### src/rtl/notch_inverse_equalizer_pkg.sv
`default_nettype none
// ============================================================================
// Module  : notch_inverse_equalizer_pkg
// Brief   : Shared types and default coefficients for the notch equalizer.
// Revision: 1.0
// ============================================================================
package notch_inverse_equalizer_pkg;

    localparam int EQ_WIDTH = 16;
    localparam int EQ_ACC_W = 40;

    // Q16.16 coefficients of W(z) = D(z)/C(z); C sits on the notch zeros at r=0.995
    localparam logic [31:0] EQ_D1 = 32'hFFFE_1DF4;
    localparam logic [31:0] EQ_D2 = 32'h0000_FAE7;
    localparam logic [31:0] EQ_C1 = 32'hFFFE_1B85;
    localparam logic [31:0] EQ_C2 = 32'h0000_FD72;

    localparam logic [2:0] EQ_LAST_STEP = 3'd4;

    typedef enum logic [1:0] {
        IDLE = 2'd0,
        MAC  = 2'd1,
        SAT  = 2'd2,
        HOLD = 2'd3
    } eq_state_t;

endpackage
`default_nettype wire

### src/rtl/notch_inverse_equalizer_fx_mac_sat.sv
`default_nettype none
// ============================================================================
// Module  : notch_inverse_equalizer_fx_mac_sat
// Brief   : Shared Q16.16 truncating multiplier, wide accumulator, clamp.
// Revision: 1.0
// ============================================================================
module notch_inverse_equalizer_fx_mac_sat #(
    parameter int WIDTH = 16,
    parameter int ACC_W = 40
) (
    input  logic                 clk_i,
    input  logic                 reset_ni,
    input  logic                 clr_i,
    input  logic                 en_i,
    input  logic [2*WIDTH-1:0]   a_i,
    input  logic [2*WIDTH-1:0]   b_i,
    output logic [2*WIDTH-1:0]   sat_o,
    output logic                 ovf_o
);

    localparam int DW = 2 * WIDTH;

    logic [2*DW-1:0]   prod_full;
    logic [ACC_W-1:0]  prod_acc;
    logic [ACC_W-1:0]  acc_d;
    logic [ACC_W-1:0]  acc_q;
    logic [ACC_W-DW:0] acc_hi;
    logic              hi_same;
    logic              w_unused_prod;

    assign prod_full = $signed({{DW{a_i[DW-1]}}, a_i}) * $signed({{DW{b_i[DW-1]}}, b_i});
    // Dropping the low fraction bits truncates toward minus infinity
    assign prod_acc      = prod_full[ACC_W+WIDTH-1:WIDTH];
    assign w_unused_prod = ^{prod_full[2*DW-1:ACC_W+WIDTH], prod_full[WIDTH-1:0]};

    always_comb begin
        acc_d = acc_q;
        if (clr_i) begin
            acc_d = '0;
        end else if (en_i) begin
            acc_d = acc_q + prod_acc;
        end
    end

    always_ff @(posedge clk_i or negedge reset_ni) begin
        if (!reset_ni) begin
            acc_q <= '0;
        end else begin
            acc_q <= acc_d;
        end
    end

    assign acc_hi  = acc_q[ACC_W-1:DW-1];
    assign hi_same = (&acc_hi) | ~(|acc_hi);
    assign ovf_o   = ~hi_same;
    assign sat_o   = hi_same       ? acc_q[DW-1:0] :
                     acc_q[ACC_W-1] ? {1'b1, {(DW-1){1'b0}}} :
                                      {1'b0, {(DW-1){1'b1}}};

endmodule
`default_nettype wire

### src/rtl/notch_inverse_equalizer.sv
`default_nettype none
// ============================================================================
// Module  : notch_inverse_equalizer
// Brief   : Time-multiplexed inverse of the DEM-DAC noise-shaping notch.
// Revision: 1.0
// ============================================================================
module notch_inverse_equalizer
    import notch_inverse_equalizer_pkg::*;
#(
    parameter int                 WIDTH = EQ_WIDTH,
    parameter int                 ACC_W = EQ_ACC_W,
    parameter logic [2*WIDTH-1:0] D1    = EQ_D1,
    parameter logic [2*WIDTH-1:0] D2    = EQ_D2,
    parameter logic [2*WIDTH-1:0] C1    = EQ_C1,
    parameter logic [2*WIDTH-1:0] C2    = EQ_C2
) (
    input  logic                 clk_i,
    input  logic                 reset_ni,
    input  logic                 in_valid_i,
    output logic                 in_ready_o,
    input  logic [WIDTH-1:0]     x_in_i,
    input  logic                 clear_i,
    output logic                 out_valid_o,
    input  logic                 out_ready_i,
    output logic [2*WIDTH-1:0]   w_out_o,
    output logic [WIDTH-1:0]     w_int_o,
    output logic                 overflow_o
);

    localparam int              DW     = 2 * WIDTH;
    localparam logic [DW-1:0]   ONE    = {{(WIDTH-1){1'b0}}, 1'b1, {WIDTH{1'b0}}};
    localparam logic [DW-1:0]   NEG_C1 = -C1;
    localparam logic [DW-1:0]   NEG_C2 = -C2;

    eq_state_t     state_q, state_d;
    logic [2:0]    step_q, step_d;
    logic [DW-1:0] y_q, y_d;
    logic [DW-1:0] y1_q, y1_d;
    logic [DW-1:0] y2_q, y2_d;
    logic [DW-1:0] w1_q, w1_d;
    logic [DW-1:0] w2_q, w2_d;
    logic [DW-1:0] w_out_q, w_out_d;
    logic          ovf_q, ovf_d;
    logic          out_valid_q, out_valid_d;

    logic          accept;
    logic [DW-1:0] mac_a;
    logic [DW-1:0] mac_b;
    logic [DW-1:0] mac_sat;
    logic          mac_ovf;

    assign accept = (state_q == IDLE) && in_valid_i && !clear_i;

    always_comb begin
        mac_a = '0;
        mac_b = '0;
        case (step_q)
            3'd0: begin mac_a = ONE;    mac_b = y_q;  end
            3'd1: begin mac_a = D1;     mac_b = y1_q; end
            3'd2: begin mac_a = D2;     mac_b = y2_q; end
            3'd3: begin mac_a = NEG_C1; mac_b = w1_q; end
            3'd4: begin mac_a = NEG_C2; mac_b = w2_q; end
            default: begin mac_a = '0;  mac_b = '0;   end
        endcase
    end

    notch_inverse_equalizer_fx_mac_sat #(
        .WIDTH (WIDTH),
        .ACC_W (ACC_W)
    ) u_mac (
        .clk_i    (clk_i),
        .reset_ni (reset_ni),
        .clr_i    (clear_i || accept),
        .en_i     (state_q == MAC),
        .a_i      (mac_a),
        .b_i      (mac_b),
        .sat_o    (mac_sat),
        .ovf_o    (mac_ovf)
    );

    always_comb begin
        state_d     = state_q;
        step_d      = step_q;
        y_d         = y_q;
        y1_d        = y1_q;
        y2_d        = y2_q;
        w1_d        = w1_q;
        w2_d        = w2_q;
        w_out_d     = w_out_q;
        ovf_d       = ovf_q;
        out_valid_d = out_valid_q;

        case (state_q)
            IDLE: begin
                if (accept) begin
                    y_d     = {x_in_i, {WIDTH{1'b0}}};
                    step_d  = 3'd0;
                    state_d = MAC;
                end
            end
            MAC: begin
                if (step_q == EQ_LAST_STEP) begin
                    state_d = SAT;
                end else begin
                    step_d = step_q + 3'd1;
                end
            end
            SAT: begin
                w_out_d = mac_sat;
                ovf_d   = mac_ovf;
                y2_d    = y1_q;
                y1_d    = y_q;
                w2_d    = w1_q;
                w1_d    = mac_sat;
                state_d = HOLD;
            end
            HOLD: begin
                // First HOLD cycle raises the registered valid; the handshake follows it
                if (out_valid_q && out_ready_i) begin
                    out_valid_d = 1'b0;
                    state_d     = IDLE;
                end else begin
                    out_valid_d = 1'b1;
                end
            end
            default: state_d = IDLE;
        endcase

        if (clear_i) begin
            state_d     = IDLE;
            step_d      = 3'd0;
            y_d         = '0;
            y1_d        = '0;
            y2_d        = '0;
            w1_d        = '0;
            w2_d        = '0;
            w_out_d     = '0;
            ovf_d       = 1'b0;
            out_valid_d = 1'b0;
        end
    end

    always_ff @(posedge clk_i or negedge reset_ni) begin
        if (!reset_ni) begin
            state_q     <= IDLE;
            step_q      <= 3'd0;
            y_q         <= '0;
            y1_q        <= '0;
            y2_q        <= '0;
            w1_q        <= '0;
            w2_q        <= '0;
            w_out_q     <= '0;
            ovf_q       <= 1'b0;
            out_valid_q <= 1'b0;
        end else begin
            state_q     <= state_d;
            step_q      <= step_d;
            y_q         <= y_d;
            y1_q        <= y1_d;
            y2_q        <= y2_d;
            w1_q        <= w1_d;
            w2_q        <= w2_d;
            w_out_q     <= w_out_d;
            ovf_q       <= ovf_d;
            out_valid_q <= out_valid_d;
        end
    end

    assign in_ready_o  = (state_q == IDLE);
    assign out_valid_o = out_valid_q;
    assign w_out_o     = w_out_q;
    assign w_int_o     = w_out_q[DW-1:WIDTH];
    assign overflow_o  = ovf_q;

endmodule
`default_nettype wire
### config.mk
export PLATFORM = sky130hd
export DESIGN_NAME = notch_inverse_equalizer
export DESIGN_NICKNAME = d
export VERILOG_FILES = /design/src/rtl/notch_inverse_equalizer_pkg.sv /design/src/rtl/notch_inverse_equalizer_fx_mac_sat.sv /design/src/rtl/notch_inverse_equalizer.sv
export SDC_FILE = /design/constraint.sdc
export NUM_CORES = 2
export LEC_CHECK = 0
export BUFFER_PORTS_ARGS = -buffer_cell sky130_fd_sc_hd__buf_2
export CORE_ASPECT_RATIO = 1.25
export CORE_MARGIN = 3
export CORE_UTILIZATION = 65
export CTS_CLUSTER_SIZE = 25
export DETAILED_ROUTE_END_ITERATION = 10
export HOLD_SLACK_MARGIN = 0.05
export PLACE_DENSITY_LB_ADDON = 0.1
export SLEW_MARGIN = 20
export SYNTH_ARGS = -nofsm -noshare
export SYNTH_HDL_FRONTEND = slang
export SYNTH_SLANG_ARGS = --single-unit
export TNS_END_PERCENT = 30
### constraint.sdc
create_clock -name clk_i -period 15.8 [get_ports clk_i]
set_input_delay 0.79 -clock clk_i [delete_from_list [all_inputs] [get_ports clk_i]]
set_output_delay 0.79 -clock clk_i [all_outputs]
set_load 0.005 [all_outputs]
==> impl_summary.md <==
Floorplan
The count of boundary I/O pins is 72. The core area is 47500 um^2. The chip height is 252 um. The initial utilization of the core area, before any placement, comes to 0.663. The initialized floorplan defines 89 standard-cell rows. The overall die width is 203 um.

The die covers 51200 um^2.

Worst setup path
The worst setup path is launched from a flip-flop. STA puts the critical path data required time at 16.19 ns. The maximum fanout encountered on the critical timing path is 24. The worst endpoint data arrival time is 13.64 ns. In this design, the stage delay of the slowest critical-path cell is 1.00 ns. The count of buffer and inverter cells on the critical path is 7. For this design, the slowest cell found on the critical path is sky130_fd_sc_hd__fa_1. The critical path class is flip-flop to flip-flop. The cell seen most often among critical-path stages is sky130_fd_sc_hd__fa_1. The endpoint kind of the worst setup timing path is a flip-flop. The cell family contributing the most delay on the critical path is adder cells.

Global routing
The initial antenna violation count is 1. The first global-routing pass estimated 148000 um of wire. The global route total overflow is 0. The combined global-route utilization of all metal layers is 0.385. Entering global routing, the biggest net connects 106 pins. The number of global-route vias before repair is 25738.

Power and ir drop
Dividing total power by cell area gives a power density of 112 nW/um^2. Of the total power, registers draw 0.150. The design draws 3.71 mW. The standby leakage power is 18.0 nW. Of the total power, the share spent switching nets is 0.550. Of the total power, the clock network draws 0.114. In this run the power spent charging and discharging nets is 2.04 mW.

The peak supply drop is 0.000212 V. The combinational group share of total power is 0.736. The internal power summed over all cells is 1.67 mW.

Routing
In this run the remaining antenna-violating nets after routing total 0. The detailed router finished its first iteration with 1943 violations. The total wirelength of the detailed-routed design is 93400 um.

Across all layers, the routed design uses 23579 vias. The routed length per instance is 23.7 um. The number of vias per cell is 5.99. The number of search-and-repair iterations in the first detailed-routing pass is 6. For this run, design rule violations remaining after detail routing come to 0.

Clocking
The buffers inserted during post-CTS setup optimization is 0. In this run the clock root is driven by a sky130_fd_sc_hd__clkbuf_16. The TritonCTS clock tree is built. No sink is reached through more buffers than the 2 on the longest clock path. CTS saw 159 sinks. The clock latency on the worst-skew pair is 0.45 ns. Buffers inserted to repair hold after CTS numbered 0. TritonCTS created 17 clock buffers.

The clock slew seen by the registers of the worst setup and hold paths is 0.08 ns. Post-CTS repair changed the size of 0 cells. The H-tree generated during clock tree synthesis spans 4 levels.

Synth
During synthesis, Yosys emitted a total of 0 warnings. The share of synthesized area in the top cell type comes to 0.438. Counting flops and latches in the post-synthesis netlist gives 159. The net count of the mapped netlist is 4199.

After synthesis, the most frequently instantiated cells are sky130_fd_sc_hd__inv_1, sky130_fd_sc_hd__fa_1, sky130_fd_sc_hd__nand2_1. The register area share after synthesis is 0.126. By instance count, the leading cell after synthesis is sky130_fd_sc_hd__inv_1. The number of enable flip-flop cells after synthesis is 0. The cell type contributing the most total cell area after synthesis is sky130_fd_sc_hd__fa_1.

Yosys attributes the largest share of cell area to sky130_fd_sc_hd__fa_1, sky130_fd_sc_hd__dfrtp_1, sky130_fd_sc_hd__inv_1. The synthesized netlist contains 77 unique library cells. The cell count after synthesis is 3278. Each instance of the synthesized netlist takes up on average 9.62 um^2.

The flip-flop cell with the highest count after synthesis is sky130_fd_sc_hd__dfrtp_1. In the synthesized netlist the async set-or-reset flop fraction comes to 1.00. The cell area that synthesis handed to floorplanning was 31500 um^2.

STA
Across the routed clock network, the largest skew measured is 0.0120 ns. Setup repair after global routing left no endpoint under its margin. Setup violations remaining at the end of the flow were counted as 0. The number of hold-slack violations in the final timing report is 0. Based on the critical path, the design can be clocked at up to 0.0754 GHz. For the pin with the worst max-slew slack, the measured transition is 1.19 ns. After routing, the total negative slack on setup checks comes to 0 ns.

After layout, the minimum clock period comes to 13.25 ns. The number of pins with negative max-slew slack in the final report is 0. The period utilization is 0.839. Headroom to the max-slew limit came out at 0.202. Final hold analysis gives a worst-case slack of 0.480 ns.

Final layout
The fraction of layout cells with a size suffix above 1 is 0.0558. Fill cells in the final layout number 3835. The total area of multi-input combinational cells is 24300 um^2. The area growth from synthesis to layout is 5.02%. The filler-free cell count of the finished design is 3935.

The final non-filler cell area is 33100 um^2. The total inserted antenna cells is 0. The final layout net count is 4206. The footprint of the flip-flops and latches is 3980 um^2.

Place
The number of placed instances, taps included, is 3903. In this run the tool buffered the top-level ports with 71 buffer cells. The weighted congestion at the end of routability-driven global placement is 1.07. The estimated wirelength of the detail-placed design is 78600 um. The placed instances occupy a cell area of 32500 um^2.

Run
Across the run, the number of max-cap violations was 0.

Worst hold path
The min-delay analysis places its worst path in the category input pin to async pin.

Status
The flow ran to the end, and the final reports show no timing, DRC or antenna violations.
## per-stage QoR
stage / setup WS, ns / utilization
after global placement: 3.18 / 0.684
final: 2.55 / 0.696
after global routing: 1.88 / 0.696
after CTS: 2.70 / 0.696
after floorplan: 4.72 / -
after detailed placement: 2.77 / 0.684
## cells in the final DEF, fill, tap and decap left out, types with 28 or more instances in the layout
cell,netlist,routed
sky130_fd_sc_hd__fa_1,690,690
sky130_fd_sc_hd__mux2i_1,69,69
sky130_fd_sc_hd__a21oi_1,109,108
sky130_fd_sc_hd__inv_1,738,738
sky130_fd_sc_hd__xnor2_1,45,45
sky130_fd_sc_hd__nand2b_1,39,39
sky130_fd_sc_hd__buf_4,16,40
sky130_fd_sc_hd__nand3_1,28,28
sky130_fd_sc_hd__a21o_1,50,50
sky130_fd_sc_hd__nand2_1,305,305
sky130_fd_sc_hd__o211ai_1,36,36
sky130_fd_sc_hd__ha_1,210,208
sky130_fd_sc_hd__o21ai_0,77,71
sky130_fd_sc_hd__a22oi_1,29,29
sky130_fd_sc_hd__nor2_1,284,280
sky130_fd_sc_hd__a22o_1,36,36
sky130_fd_sc_hd__buf_2,2,69
sky130_fd_sc_hd__dfrtp_1,159,159
## cell type report
type	instances	share of cell area
Multi-Input combinational cell	2258	0.734
Sequential cell	159	0.120
Inverter	739	0.0838
Tap cell	637	0.0241
Timing Repair Buffer	110	0.0198
Clock buffer	17	0.0129
Clock inverter	15	0.00514
## cells by family (layout without fill, tap and decap cells)
family | count (synthesis) | after routing | synth area share
xor gates and xnor gates | 72 | 72 | 0.0200
adders and majority gates | 900 | 900 | 0.522
AOI/OAI and AO/OA | 462 | 462 | 0.102
and+or+nand+nor | 755 | 755 | 0.103
muxes | 69 | 69 | 0.0219
DFF | 159 | 159 | 0.126
buffers and inverters | 861 | 881 | 0.105
## sequential cells by signal (all words and copies together) (netlist names)
name / count
u_mac.acc_q: 40
w2_q: 32
w_out_o: 32
y1_q: 16
y2_q: 16
y_q: 16
step_q: 3
state_q: 2
out_valid_o: 1
overflow_o: 1
## final timing paths
check | start | endpoint | slack, ns | depth (start not counted)
max in group asynchronous | reset_ni | u_mac.acc_q[22] | 13.98 | 2
min in group clk_i | u_mac.acc_q[5] | u_mac.acc_q[5] | 0.52 | 2
setup reg to reg | step_q[0] | u_mac.acc_q[39] | 2.55 | 38
setup / recovery | step_q[0] | u_mac.acc_q[39] | 2.55 | 38
hold / removal | reset_ni | u_mac.acc_q[28] | 0.48 | 1
hold reg to reg | u_mac.acc_q[5] | u_mac.acc_q[5] | 0.52 | 2
## power by group through the flow
stage               combinational, mW  clock [mW]  sequential [mW]
finish                           2.73       0.422            0.556
global route                     2.99       0.446            0.561
CTS                              2.71       0.427            0.555
detailed placement               2.68           0            0.562
global placement                 2.65           0            0.560
floorplan                        1.88           0            0.521
## layer usage
layer	GRT usage	routed length [um]	vias to the layer above
met4	0.204	6620	2
met3	0.0797	7950	273
met1	0.481	33500	12050
li1	-	-	10186
met2	0.636	45300	1068
met5	0	14	-
No activity file was read; power rests on OpenSTA's default activity.
